File: src/rtl/div_share_arbiter_if.sv
// Signal bundle for div_share_arbiter: two requester operand ports, the shared divider's
// control/status lines and the tagged response bus.
interface div_share_arbiter_if #(
    parameter int WIDTH = 8
);
    logic             Req0_valid;
    logic [WIDTH-1:0] Req0_dividend;
    logic [WIDTH-1:0] Req0_divisor;
    logic             Req0_ready;

    logic             Req1_valid;
    logic [WIDTH-1:0] Req1_dividend;
    logic [WIDTH-1:0] Req1_divisor;
    logic             Req1_ready;

    logic             Div_start;
    logic [WIDTH-1:0] Div_dividend;
    logic [WIDTH-1:0] Div_divisor;
    logic             Div_done;
    logic [WIDTH-1:0] Div_quotient;
    logic [WIDTH-1:0] Div_remainder;

    logic             Rsp_valid;
    logic             Rsp_id;
    logic [WIDTH-1:0] Rsp_quotient;
    logic [WIDTH-1:0] Rsp_remainder;
    logic             Rsp_divzero;
    logic             Rsp_timeout;

    modport slave (
        input  Req0_valid, Req0_dividend, Req0_divisor,
        output Req0_ready,
        input  Req1_valid, Req1_dividend, Req1_divisor,
        output Req1_ready,
        output Div_start, Div_dividend, Div_divisor,
        input  Div_done, Div_quotient, Div_remainder,
        output Rsp_valid, Rsp_id, Rsp_quotient, Rsp_remainder, Rsp_divzero, Rsp_timeout
    );

    modport master (
        output Req0_valid, Req0_dividend, Req0_divisor,
        input  Req0_ready,
        output Req1_valid, Req1_dividend, Req1_divisor,
        input  Req1_ready,
        input  Div_start, Div_dividend, Div_divisor,
        output Div_done, Div_quotient, Div_remainder,
        input  Rsp_valid, Rsp_id, Rsp_quotient, Rsp_remainder, Rsp_divzero, Rsp_timeout
    );
endinterface

File: src/rtl/div_share_arbiter.sv
// Round-robin sharing of one restoring divider between two requesters, with local divide-by-zero.
// Optional watchdog on the divider handshake is enabled by defining DIV_TIMEOUT_EN.
module div_share_arbiter #(
    parameter int WIDTH   = 8,
    parameter int TIMEOUT = 63
) (
    input  logic               Clock,
    input  logic               Resetn,
    div_share_arbiter_if.slave bus
);
    typedef enum logic [2:0] {
        ST_IDLE    = 3'd0,
        ST_ISSUE   = 3'd1,
        ST_WAIT_LO = 3'd2,
        ST_WAIT_HI = 3'd3,
        ST_ZERO    = 3'd4,
        ST_RESP    = 3'd5
    } state_t;

    state_t           state_q, state_d;
    logic             last_q, last_d;
    logic             id_q, id_d;
    logic             div_start_q, div_start_d;
    logic [WIDTH-1:0] div_dividend_q, div_dividend_d;
    logic [WIDTH-1:0] div_divisor_q, div_divisor_d;
    logic             rsp_valid_q, rsp_valid_d;
    logic             rsp_id_q, rsp_id_d;
    logic [WIDTH-1:0] rsp_quotient_q, rsp_quotient_d;
    logic [WIDTH-1:0] rsp_remainder_q, rsp_remainder_d;
    logic             rsp_divzero_q, rsp_divzero_d;
    logic             rsp_timeout_q, rsp_timeout_d;

    logic             grant_s;
    logic             xfer_s;
    logic             timeout_hit_s;
    logic [WIDTH-1:0] sel_dividend_s;
    logic [WIDTH-1:0] sel_divisor_s;

    // Round-robin pick: a lone requester wins, a tie goes to whoever was not served last.
    always_comb begin
        grant_s = 1'b0;
        if (bus.Req0_valid && bus.Req1_valid) begin
            grant_s = ~last_q;
        end else if (bus.Req1_valid) begin
            grant_s = 1'b1;
        end else begin
            grant_s = 1'b0;
        end
        sel_dividend_s = grant_s ? bus.Req1_dividend : bus.Req0_dividend;
        sel_divisor_s  = grant_s ? bus.Req1_divisor  : bus.Req0_divisor;
        xfer_s = (state_q == ST_IDLE) && bus.Div_done &&
                 (grant_s ? bus.Req1_valid : bus.Req0_valid);
    end

    // Ready is also gated by Div_done so nothing is accepted while the divider is still settling.
    assign bus.Req0_ready = (state_q == ST_IDLE) && bus.Div_done && !grant_s;
    assign bus.Req1_ready = (state_q == ST_IDLE) && bus.Div_done &&  grant_s;

`ifdef DIV_TIMEOUT_EN
    localparam int CW = $clog2(TIMEOUT + 1);
    logic [CW-1:0] wait_cnt_q, wait_cnt_d;

    // Watchdog counts cycles spent in either wait state of the current operation.
    always_comb begin
        wait_cnt_d = wait_cnt_q;
        if (state_d == ST_ISSUE) begin
            wait_cnt_d = {CW{1'b0}};
        end else if ((state_q == ST_WAIT_LO) || (state_q == ST_WAIT_HI)) begin
            wait_cnt_d = wait_cnt_q + CW'(1);
        end else begin
            wait_cnt_d = wait_cnt_q;
        end
    end

    // The current wait cycle is the TIMEOUT-th one.
    assign timeout_hit_s = (wait_cnt_q == CW'(TIMEOUT - 1));

    // Watchdog counter register.
    always_ff @(posedge Clock or negedge Resetn) begin
        if (!Resetn) begin
            wait_cnt_q <= {CW{1'b0}};
        end else begin
            wait_cnt_q <= wait_cnt_d;
        end
    end
`else
    assign timeout_hit_s = 1'b0;
`endif

    // Transaction sequencing and next values of every registered output.
    always_comb begin
        state_d         = state_q;
        last_d          = last_q;
        id_d            = id_q;
        div_start_d     = 1'b0;
        div_dividend_d  = div_dividend_q;
        div_divisor_d   = div_divisor_q;
        rsp_valid_d     = 1'b0;
        rsp_id_d        = rsp_id_q;
        rsp_quotient_d  = rsp_quotient_q;
        rsp_remainder_d = rsp_remainder_q;
        rsp_divzero_d   = rsp_divzero_q;
        rsp_timeout_d   = rsp_timeout_q;
        case (state_q)
            ST_IDLE: begin
                if (xfer_s) begin
                    last_d         = grant_s;
                    id_d           = grant_s;
                    div_dividend_d = sel_dividend_s;
                    div_divisor_d  = sel_divisor_s;
                    if (sel_divisor_s == {WIDTH{1'b0}}) begin
                        state_d = ST_ZERO;
                    end else begin
                        state_d     = ST_ISSUE;
                        div_start_d = 1'b1;
                    end
                end else begin
                    state_d = ST_IDLE;
                end
            end
            ST_ISSUE: begin
                state_d = ST_WAIT_LO;
            end
            ST_WAIT_LO: begin
                if (timeout_hit_s) begin
                    state_d         = ST_RESP;
                    rsp_valid_d     = 1'b1;
                    rsp_id_d        = id_q;
                    rsp_quotient_d  = {WIDTH{1'b0}};
                    rsp_remainder_d = {WIDTH{1'b0}};
                    rsp_divzero_d   = 1'b0;
                    rsp_timeout_d   = 1'b1;
                end else if (!bus.Div_done) begin
                    state_d = ST_WAIT_HI;
                end else begin
                    state_d = ST_WAIT_LO;
                end
            end
            ST_WAIT_HI: begin
                if (bus.Div_done) begin
                    state_d         = ST_RESP;
                    rsp_valid_d     = 1'b1;
                    rsp_id_d        = id_q;
                    rsp_quotient_d  = bus.Div_quotient;
                    rsp_remainder_d = bus.Div_remainder;
                    rsp_divzero_d   = 1'b0;
                    rsp_timeout_d   = 1'b0;
                end else if (timeout_hit_s) begin
                    state_d         = ST_RESP;
                    rsp_valid_d     = 1'b1;
                    rsp_id_d        = id_q;
                    rsp_quotient_d  = {WIDTH{1'b0}};
                    rsp_remainder_d = {WIDTH{1'b0}};
                    rsp_divzero_d   = 1'b0;
                    rsp_timeout_d   = 1'b1;
                end else begin
                    state_d = ST_WAIT_HI;
                end
            end
            ST_ZERO: begin
                state_d         = ST_RESP;
                rsp_valid_d     = 1'b1;
                rsp_id_d        = id_q;
                rsp_quotient_d  = {WIDTH{1'b1}};
                rsp_remainder_d = div_dividend_q;
                rsp_divzero_d   = 1'b1;
                rsp_timeout_d   = 1'b0;
            end
            ST_RESP: begin
                state_d = ST_IDLE;
            end
            default: begin
                state_d = ST_IDLE;
            end
        endcase
    end

    // State and output registers; reset drops any in-flight operation without a response.
    always_ff @(posedge Clock or negedge Resetn) begin
        if (!Resetn) begin
            state_q         <= ST_IDLE;
            last_q          <= 1'b1;
            id_q            <= 1'b0;
            div_start_q     <= 1'b0;
            div_dividend_q  <= {WIDTH{1'b0}};
            div_divisor_q   <= {WIDTH{1'b0}};
            rsp_valid_q     <= 1'b0;
            rsp_id_q        <= 1'b0;
            rsp_quotient_q  <= {WIDTH{1'b0}};
            rsp_remainder_q <= {WIDTH{1'b0}};
            rsp_divzero_q   <= 1'b0;
            rsp_timeout_q   <= 1'b0;
        end else begin
            state_q         <= state_d;
            last_q          <= last_d;
            id_q            <= id_d;
            div_start_q     <= div_start_d;
            div_dividend_q  <= div_dividend_d;
            div_divisor_q   <= div_divisor_d;
            rsp_valid_q     <= rsp_valid_d;
            rsp_id_q        <= rsp_id_d;
            rsp_quotient_q  <= rsp_quotient_d;
            rsp_remainder_q <= rsp_remainder_d;
            rsp_divzero_q   <= rsp_divzero_d;
            rsp_timeout_q   <= rsp_timeout_d;
        end
    end

    assign bus.Div_start     = div_start_q;
    assign bus.Div_dividend  = div_dividend_q;
    assign bus.Div_divisor   = div_divisor_q;
    assign bus.Rsp_valid     = rsp_valid_q;
    assign bus.Rsp_id        = rsp_id_q;
    assign bus.Rsp_quotient  = rsp_quotient_q;
    assign bus.Rsp_remainder = rsp_remainder_q;
    assign bus.Rsp_divzero   = rsp_divzero_q;
    assign bus.Rsp_timeout   = rsp_timeout_q;
endmodule
File: src/flat_wrapper.sv
// flat-port wrapper written by rule: the top's interface ports become plain ports
module div_share_arbiter_flat 
#(
    parameter int WIDTH   = 8,
    parameter int TIMEOUT = 63
)
  (Clock, Resetn, bus_Req0_valid, bus_Req0_dividend, bus_Req0_divisor, bus_Req0_ready, bus_Req1_valid, bus_Req1_dividend, bus_Req1_divisor, bus_Req1_ready, bus_Div_start, bus_Div_dividend, bus_Div_divisor, bus_Div_done, bus_Div_quotient, bus_Div_remainder, bus_Rsp_valid, bus_Rsp_id, bus_Rsp_quotient, bus_Rsp_remainder, bus_Rsp_divzero, bus_Rsp_timeout);
  div_share_arbiter_if #(.WIDTH(WIDTH)) bus_i ();
  input  logic Clock;
  input  logic Resetn;
  input wire logic [$bits(bus_i.Req0_valid)-1:0] bus_Req0_valid;
  input wire logic [$bits(bus_i.Req0_dividend)-1:0] bus_Req0_dividend;
  input wire logic [$bits(bus_i.Req0_divisor)-1:0] bus_Req0_divisor;
  output wire logic [$bits(bus_i.Req0_ready)-1:0] bus_Req0_ready;
  input wire logic [$bits(bus_i.Req1_valid)-1:0] bus_Req1_valid;
  input wire logic [$bits(bus_i.Req1_dividend)-1:0] bus_Req1_dividend;
  input wire logic [$bits(bus_i.Req1_divisor)-1:0] bus_Req1_divisor;
  output wire logic [$bits(bus_i.Req1_ready)-1:0] bus_Req1_ready;
  output wire logic [$bits(bus_i.Div_start)-1:0] bus_Div_start;
  output wire logic [$bits(bus_i.Div_dividend)-1:0] bus_Div_dividend;
  output wire logic [$bits(bus_i.Div_divisor)-1:0] bus_Div_divisor;
  input wire logic [$bits(bus_i.Div_done)-1:0] bus_Div_done;
  input wire logic [$bits(bus_i.Div_quotient)-1:0] bus_Div_quotient;
  input wire logic [$bits(bus_i.Div_remainder)-1:0] bus_Div_remainder;
  output wire logic [$bits(bus_i.Rsp_valid)-1:0] bus_Rsp_valid;
  output wire logic [$bits(bus_i.Rsp_id)-1:0] bus_Rsp_id;
  output wire logic [$bits(bus_i.Rsp_quotient)-1:0] bus_Rsp_quotient;
  output wire logic [$bits(bus_i.Rsp_remainder)-1:0] bus_Rsp_remainder;
  output wire logic [$bits(bus_i.Rsp_divzero)-1:0] bus_Rsp_divzero;
  output wire logic [$bits(bus_i.Rsp_timeout)-1:0] bus_Rsp_timeout;
  assign bus_i.Req0_valid = bus_Req0_valid;
  assign bus_i.Req0_dividend = bus_Req0_dividend;
  assign bus_i.Req0_divisor = bus_Req0_divisor;
  assign bus_Req0_ready = bus_i.Req0_ready;
  assign bus_i.Req1_valid = bus_Req1_valid;
  assign bus_i.Req1_dividend = bus_Req1_dividend;
  assign bus_i.Req1_divisor = bus_Req1_divisor;
  assign bus_Req1_ready = bus_i.Req1_ready;
  assign bus_Div_start = bus_i.Div_start;
  assign bus_Div_dividend = bus_i.Div_dividend;
  assign bus_Div_divisor = bus_i.Div_divisor;
  assign bus_i.Div_done = bus_Div_done;
  assign bus_i.Div_quotient = bus_Div_quotient;
  assign bus_i.Div_remainder = bus_Div_remainder;
  assign bus_Rsp_valid = bus_i.Rsp_valid;
  assign bus_Rsp_id = bus_i.Rsp_id;
  assign bus_Rsp_quotient = bus_i.Rsp_quotient;
  assign bus_Rsp_remainder = bus_i.Rsp_remainder;
  assign bus_Rsp_divzero = bus_i.Rsp_divzero;
  assign bus_Rsp_timeout = bus_i.Rsp_timeout;
  div_share_arbiter #(.WIDTH(WIDTH), .TIMEOUT(TIMEOUT)) u_core (.Clock(Clock), .Resetn(Resetn), .bus(bus_i));
endmodule
File: config.mk
export PLATFORM = sky130hd
export DESIGN_NAME = div_share_arbiter_flat
export DESIGN_NICKNAME = d
export VERILOG_FILES = /design/src/rtl/div_share_arbiter_if.sv /design/src/rtl/div_share_arbiter.sv /design/src/flat_wrapper.sv
export SDC_FILE = /design/constraint.sdc
export NUM_CORES = 1
export LEC_CHECK = 0
export ABC_AREA = 1
export CORE_ASPECT_RATIO = 1.2
export CORE_MARGIN = 3
export CORE_UTILIZATION = 41
export CTS_CLUSTER_DIAMETER = 50
export DETAILED_ROUTE_END_ITERATION = 10
export GPL_TIMING_DRIVEN = 0
export PLACE_DENSITY = 0.91
export SETUP_SLACK_MARGIN = 0.15
export SYNTH_ARGS = -nofsm -noshare
export SYNTH_HDL_FRONTEND = slang
export SYNTH_SLANG_ARGS = --single-unit
File: constraint.sdc
create_clock -name Clock -period 2.17 [get_ports Clock]
set_input_delay 0.651 -clock Clock [delete_from_list [all_inputs] [get_ports Clock]]
set_output_delay 0.651 -clock Clock [all_outputs]
set_load 0.05 [all_outputs]
# ---- After elaboration in Yosys (flattened, before gate mapping)
# Index checks and enable logic that the tools add are counted.
dict set report op_classes {
  addsub 0
  mul 0
  n_div 0
  magnitude_cmp 0
  n_eq_ne 5
  shift 0
  n_mux 24
  bitwise_logic 1
  n_reduce_logical 11
}
# operator count
set ops {}
lappend ops {{$mux W8} 4}
lappend ops {{$pmux W8 S2} 2}
lappend ops {{$pmux W3 S5} 1}
lappend ops {{$mux W1} 10}
lappend ops {{$mux W3} 3}
lappend ops {{$logic_not A8 Y1} 1}
lappend ops {{$pmux W1 S2} 4}
lappend ops {{$eq A3 B2 Y1 const B} 2}
lappend ops {{$logic_and A1 B1 Y1} 5}
lappend ops {{$reduce_and A2 Y1} 2}
lappend ops {{$eq A3 B1 Y1 const B} 1}
lappend ops {{$eq A3 B3 Y1 const B} 1}
lappend ops {{$logic_not A3 Y1} 1}
lappend ops {{$ne A2 B2 Y1 const B} 1}
lappend ops {{$reduce_bool A2 Y1} 1}
lappend ops {{$logic_not A1 Y1} 1}
lappend ops {{$not A1 Y1} 1}
dict set report totals {
  regBits 42
  latchBits 0
  ram_bits 0
  mem_bits_ro 0
  in_bits 53
  out_inout_bits 39
  wordCells 53
  memories 0
}

# ---- Longest topological paths before layout
# Gate-level depths: netlist of the first run.
dict set report depth {
  word_depth 7
  depth_mapped 9
  depth_no_buf 9
}

# ---- Worst setup path before layout of the first run
# OpenSTA, ideal clock, no wires.
dict set report synth_timing {
  path_type {in2out}
  start {in bus_Req1_valid}
  end {out bus_Req0_ready}
  arrival_time_ps 1901
  t_required_ps 1519
  path_slack_ps -382
  cell_stages 5
  path_buffers 2
  cell_sequence {buf_2 -> nand2_4 -> buf_6 -> clkinv_1 -> nor2_1}
}
dict set report synth_via {
  elab_chain_cells 4
  elab_cells_between_ends 5
  cone_classes {mux: 2; reduce/logical: 3}
}
# element line_no
set synth_lines {}
lappend synth_lines {{from (decl)} flat_wrapper.sv:15} ;# input wire logic [$bits(bus_i.Req1_valid)-1:0] bus_Req1_valid;
lappend synth_lines {{$mux W1 or $logic_and A1 B1 Y1 (tied branches)} {div_share_arbiter.sv:44, div_share_arbiter.sv:42}}
lappend synth_lines {{$mux W1 *} div_share_arbiter.sv:42} ;# if (bus.Req0_valid && bus.Req1_valid) begin
lappend synth_lines {{$logic_not A1 Y1 *} div_share_arbiter.sv:56} ;# assign bus.Req0_ready = (state_q == ST_IDLE) && bus.Div_done && !grant_s;
lappend synth_lines {{$logic_and A1 B1 Y1 *} div_share_arbiter.sv:56}
lappend synth_lines {{to (decl)} flat_wrapper.sv:14} ;# output wire logic [$bits(bus_i.Req0_ready)-1:0] bus_Req0_ready;
# Every way passes the cells marked *; elsewhere a longest branch is shown, timed or not.

# ---- Worst setup path in the final report of the first run
dict set report layout_timing {
  start {in bus_Req0_valid}
  end {out bus_Req1_ready}
}
dict set report layout_via {
  elab_chain_cells 3
}
# element line_no
set layout_lines {}
lappend layout_lines {{from (decl)} flat_wrapper.sv:11} ;# input wire logic [$bits(bus_i.Req0_valid)-1:0] bus_Req0_valid;
lappend layout_lines {{$logic_and A1 B1 Y1} div_share_arbiter.sv:42}
lappend layout_lines {{$mux W1} div_share_arbiter.sv:42}
lappend layout_lines {{$logic_and A1 B1 Y1} div_share_arbiter.sv:57} ;# assign bus.Req1_ready = (state_q == ST_IDLE) && bus.Div_done && grant_s;
lappend layout_lines {{to (decl)} flat_wrapper.sv:18} ;# output wire logic [$bits(bus_i.Req1_ready)-1:0] bus_Req1_ready;
# Every way passes these cells.

==> impl_metrics.ini, run 1 <==
[cts]
cts_hold_buffers = 0
clock_latency_ps = 290
cts_tree = yes
cts_max_path_buffers = 2
path_clk_slew_ps = 80
cts_buffers = 5
root_buffer = clkbuf_8
ctsHtreeMaxLevel = 2
clock-sinks = 41

[final_layout]
stdcell_area_um2 = 3090
num_antenna_cells = 0
mostFrequentLayoutCell = nand2_1
layout_common_cells = 67 x nand2_1, 48 x clkdlybuf4s50_1, 40 x dfrtp_1, 37 x dlygate4sd2_1, 29 x o21ai_0
nets = 390
drive_gt1_share_pct = 15.7
area.growth.synth_to_final_pct = 57.0
fillers = 410
fin_cells = 396

[worst_setup_path]
worstPathMaxFanout = 3
critPathLaunchType = input pin
reg2reg_depth = 11
cpPeakStageDelay_ps = 150
crit_chain = buf_4 -> nand2_4 -> nand2_4 -> buf_8 -> buf_4 -> nor2_4 -> buf_8
path_buf_inv = 4
reg2reg_slack_ps = 540
rr_startpoint = u_core.last_q
worst_ep_arrival_time_ps = 1450
cp.required_ps = 1520
critPathKind = input pin to primary output
r2r_end = u_core.state_q[0]
cp_slowest_cell = buf_8
critical_path.top_delay_family = buffers and inverters
end_kind = primary output

[yosys]
yosysSeqAreaShare_pct = 52.2
syn-instance-count = 232
synth_xor_area_share_pct = 0
synth_nets = 285
ys_ff_latch = 41
synthAdderAreaFrac_pct = 0
synth_cell_types = 24
synth_compound_area_share_pct = 15.4
postSynthAreaPerCell_um2 = 8.48
synthSimpleGateAreaFrac_pct = 23.4
synthesis.area_um2 = 1970
synth_warnings = 0
synth_top_family_by_area = simple AND/OR/NAND/NOR gates
synth.area.mux_share_pct = 0

[routing]
drt_iter0_drc = 121
ant_nets = 0
via_per_inst = 4.76
post_drt_wl_per_cell_um = 13.2
dr.pass1.iters = 4
drc = 0
num_vias = 1886
drt_wl_total_um = 5220

[global_routing]
grt_pass1_vias = 1843
grt_pass1_wl_um = 8570
antenna_found_initial = 0
grt_overflow = 0
track_usage_pct = 19.1
grt_max_degree = 42

[pwr]
power.total_mw = 4.65
power_leakage_nw = 1.55
ir_drop_mv = 0.613
powerDensity_nw_per_um2 = 1510

[die]
core_region_area_um2 = 4630
io_pins = 92
initial_core_util_pct = 42.5
chipWidth_um = 69.2
fp.dieH_um = 81.9
dieArea_um2 = 5670
std_cell_rows = 27

[hold_path]
min_path_type = input pin to asynchronous set/reset pin

[timing]
setup_viol = 0
tightest_slew_ps = 896
fin_skew_ps = 4.52
fin_crit_sh_pct = 96.7
rsz0062_at_grt = yes
maxSlewHeadroom_pct = 40.2
slew_viol_final = 0
hold_viol = 0
fmax_mhz = 476
period_minus_slack_ps = 2100

[placed_design]
io_buffers = 89
placed_cell_area_um2 = 2940
place.gp.congestion = 0.767
hpwlAfterDp_um = 3910
dp_cells = 379

[run_status]
status = finished, final reports clean

[job]
drv_cap = 0
## state kept, by name, summed over array words and instances, names as in the netlist
register	flops
u_core.bus.Div_dividend	8
u_core.bus.Div_divisor	8
u_core.bus.Rsp_quotient	8
u_core.bus.Rsp_remainder	8
u_core.state_q	3
u_core.bus.Div_start	1
u_core.bus.Rsp_divzero	1
u_core.bus.Rsp_id	1
u_core.bus.Rsp_valid	1
u_core.id_q	1
u_core.last_q	1
## synth_stat cells
| cell type | number | area, um2 |
|---|---|---|
| o21ai_1 | 3 | 15.0 |
| nand3b_1 | 7 | 52.6 |
| clkinv_1 | 1 | 3.75 |
| nand3_4 | 1 | 17.5 |
| a31oi_1 | 1 | 6.26 |
| buf_6 | 3 | 33.8 |
| o21ai_2 | 10 | 87.6 |
| o21ai_0 | 29 | 145 |
| nand2_2 | 1 | 6.26 |
| inv_4 | 1 | 6.26 |
| dfstp_2 | 1 | 26.3 |
| nand2_1 | 67 | 251 |
| or2_2 | 1 | 6.26 |
| nand3_1 | 2 | 10.0 |
| buf_4 | 3 | 22.5 |
| o22ai_1 | 8 | 50.1 |
| conb_1 | 1 | 3.75 |
| nand2_4 | 1 | 11.3 |
| dfrtp_1 | 40 | 1000 |
| inv_1 | 22 | 82.6 |
| inv_2 | 1 | 3.75 |
| buf_2 | 4 | 20.0 |
| nor2_1 | 22 | 82.6 |
| nor2_4 | 2 | 22.5 |
## layout make-up
type                    count  area, um2  share of cell area [%]
flip-flops and latches     41       1030                    33.2
multi-input cells         156        788                    25.5
clock inverters             2       13.8                   0.445
repair buffers             98        915                    29.6
clock buffers               6       82.6                    2.67
plain buffers              10       82.6                    2.67
inverters                  25        109                    3.52
well taps                  58       72.6                    2.35
## power breakdown
group | switching, mW | total [mW] | internal [mW] | leakage, nW
combinational | 1.97 | 2.78 | 0.813 | 0.991
sequential | 0.195 | 1.34 | 1.14 | 0.505
clock | 0.272 | 0.530 | 0.258 | 0.0512
## worst register-to-register path, delay by kind of cell, from the launching register on
kind,cells,cell delay [ps]
buffers and inverters,2,230
DFF,1,570
and+or+nand+nor,9,720
## routing by layer
metal  part of all wire (%)  GRT usage, %
met1                     40          20.7
met2                     52          36.9
met3                    6.6          5.02
met4                   0.86          4.69
met5                      0             0
## logic make-up after synthesis
group	Yosys count
buffers and inverters	35
flip-flops	41
other	1
AND/OR/NAND/NOR	104
AO/OA/AOI/OAI	51
## per-stage QoR
stage / hold slack [ps] / setup TNS [ps] / utilization [%] / worst slack (ps)
floorplan: 355 / 0 / - / 72.8
global placement: 460 / -22880 / 63.7 / -1140
detailed placement: 464 / -2110 / 63.6 / -1150
CTS: 485 / 0 / 65.9 / 46.3
global route: 497 / 0 / 66.8 / 35.9
finish: 478 / 0 / 66.8 / 70.9
## how the worst max path moves through the flow
| stage | startpoint | to | cells past startpoint |
|---|---|---|---|
| 2_1_floorplan | bus_Req1_valid | bus_Req0_ready | 5 |
| 3_3_place_gp | bus_Req0_valid | bus_Req0_ready | 7 |
| 3_5_place_dp | bus_Req0_valid | bus_Req0_ready | 7 |
| 4_1_cts | u_core.last_q | bus_Req0_ready | 6 |
| 5_1_grt | u_core.last_q | bus_Req0_ready | 6 |
| 6_report | bus_Req0_valid | bus_Req1_ready | 7 |
## what timing repair did
item | in CTS | in global routing
buffers inserted | 5 | 4
gates resized for setup | 60 | 4
endpoints found under the hold margin | 0 | 0
endpoints found under the setup margin | 38 | 2
pin swaps | 5 | 4
Power figures use the tool's default switching activity.
==> run 2, diff against run 1 <==
--- a/config.mk
+++ b/config.mk
@@ -8,11 +8,12 @@
 export ABC_AREA = 1
 export CORE_ASPECT_RATIO = 1.2
 export CORE_MARGIN = 3
-export CORE_UTILIZATION = 41
+export CORE_UTILIZATION = 59
 export CTS_CLUSTER_DIAMETER = 50
 export DETAILED_ROUTE_END_ITERATION = 10
+export DONT_BUFFER_PORTS = 1
 export GPL_TIMING_DRIVEN = 0
-export PLACE_DENSITY = 0.91
+export PLACE_DENSITY = 0.86
 export SETUP_SLACK_MARGIN = 0.15
 export SYNTH_ARGS = -nofsm -noshare
 export SYNTH_HDL_FRONTEND = slang
==> impl_metrics.ini, run 2 (synthesis results as in run 1) <==
[cts]
root_buffer = clkbuf_4
ctsHtreeMaxLevel = 2
cts_tree = yes
clock_latency_ps = 340
cts_max_path_buffers = 2
clock-sinks = 41
path_clk_slew_ps = 120
cts_buffers = 5

[worst_setup_path]
critPathKind = flop to primary output
cp_common_cell = nand2_4
end_kind = primary output
r2r_end = u_core.state_q[0]
cpPeakStageDelay_ps = 580
cp_num_cells = 5
crit_chain = nand2_4 -> nand2_4 -> buf_8 -> clkinv_8 -> nor2_4
reg2reg_depth = 11
worstPathMaxFanout = 2
cp-endpoint = bus_Req0_ready
cp.required_ps = 1520
cp_slowest_cell = dfstp_2
path_buf_inv = 2
worst_ep_arrival_time_ps = 1470
critical_path.top_delay_family = flip-flops
startpoint = u_core.last_q
reg2reg_slack_ps = 510
critPathLaunchType = flop
rr_startpoint = u_core.last_q

[die]
core_region_area_um2 = 3140
fp.dieH_um = 69.3
dieArea_um2 = 4070
chipWidth_um = 58.7
std_cell_rows = 22
io_pins = 92
initial_core_util_pct = 62.7

[final_layout]
mostFrequentLayoutCell = nand2_1
nets = 300
fillers = 244
num_antenna_cells = 0
layout_common_cells = 67 x nand2_1, 40 x dfrtp_1, 29 x o21ai_0, 22 x inv_1, 20 x nor2_1
multi_input_area_um2 = 788
regArea_um2 = 1030
stdcell_area_um2 = 2200
finish.utilization_pct = 70.1
area.growth.synth_to_final_pct = 11.7
fin_cells = 284
drive_gt1_share_pct = 19.4

[timing]
rsz0062_at_grt = yes
period_minus_slack_ps = 2120
fin_crit_sh_pct = 97.7
slew_viol_final = 0
fin_skew_ps = 8.04
setup_viol = 0
fmax_mhz = 472
fin_ws_ps = 50.2
fin_hold_ws_ps = 130
setup_tns_ps = 0
hold_viol = 0

[global_routing]
grt_pass1_vias = 1522
grt_max_degree = 41
grt_pass1_wl_um = 6710
track_usage_pct = 21.2
grt_overflow = 0
antenna_found_initial = 0

[placed_design]
place_ws_ps = -65.0
place.gp.congestion = 0.858
dp_cells = 268
placed_cell_area_um2 = 2030
hpwlAfterDp_um = 3220
io_buffers = 0

[routing]
dr.pass1.iters = 4
via_per_inst = 5.44
drt_iter0_drc = 45
post_drt_wl_per_cell_um = 14.8
ant_nets = 0
num_vias = 1544
drc = 0
drt_wl_total_um = 4210

[pwr]
power.total_mw = 4.02
switching_power_mw = 2.29
power_switching_share_pct = 56.9
powerDensity_nw_per_um2 = 1830
power_leakage_nw = 1.10
ir_drop_mv = 1.35
clkPwrFrac_pct = 10.4
intPower_mw = 1.74
power_frac_seq_pct = 62.4
p_comb_share_pct = 27.2

[hold_path]
min_path_type = input pin to asynchronous set/reset pin

[run_status]
status = finished, final reports clean

[job]
drv_cap = 0
run 2: layer usage:
metal / wire length (um) / GRT usage [%]
met3: 516 / 9.87
met4: 61 / 6.05
met2: 2050 / 35.5
met1: 1580 / 23.5
met5: 0 / 0
run 2: worst min path at each step:
stage | from | end | slack [ps] | cells past startpoint
finish | Resetn | u_core.bus.Div_divisor[7] | 130 | 1
global route | Resetn | u_core.last_q | 110 | 0
CTS | Resetn | u_core.last_q | 120 | 0
detailed placement | Resetn | u_core.bus.Rsp_remainder[4] | 360 | 0
global placement | Resetn | u_core.bus.Rsp_remainder[4] | 360 | 0
floorplan | Resetn | u_core.bus.Div_dividend[0] | 360 | 0
run 2: layout make-up:
class | count | share of cell area [%]
inverter | 25 | 4.95
sequential | 41 | 46.7
clock buffer | 7 | 2.96
clock inverter | 1 | 0.228
buffer | 10 | 3.76
timing repair buffer | 8 | 3.47
multi-input combinational | 156 | 35.9
tap | 36 | 2.05
run 2: repair_timing:
action,CTS,global route
setup endpoints to repair,2,2
endpoints found under the hold margin,40,0
setup buffers,4,3
gates cloned,0,0
hold buffers,1,0
pin swaps,4,5
gates resized for setup,5,1
run 2: power by group through the flow:
stage	registers [mW]	logic (mW)	clock network, mW
6_report	2.51	1.09	0.420
5_1_grt	2.56	1.24	0.462
4_1_cts	2.52	1.08	0.433
3_5_place_dp	2.53	1.03	0
3_3_place_gp	2.52	0.991	0
2_1_floorplan	2.46	0.853	0
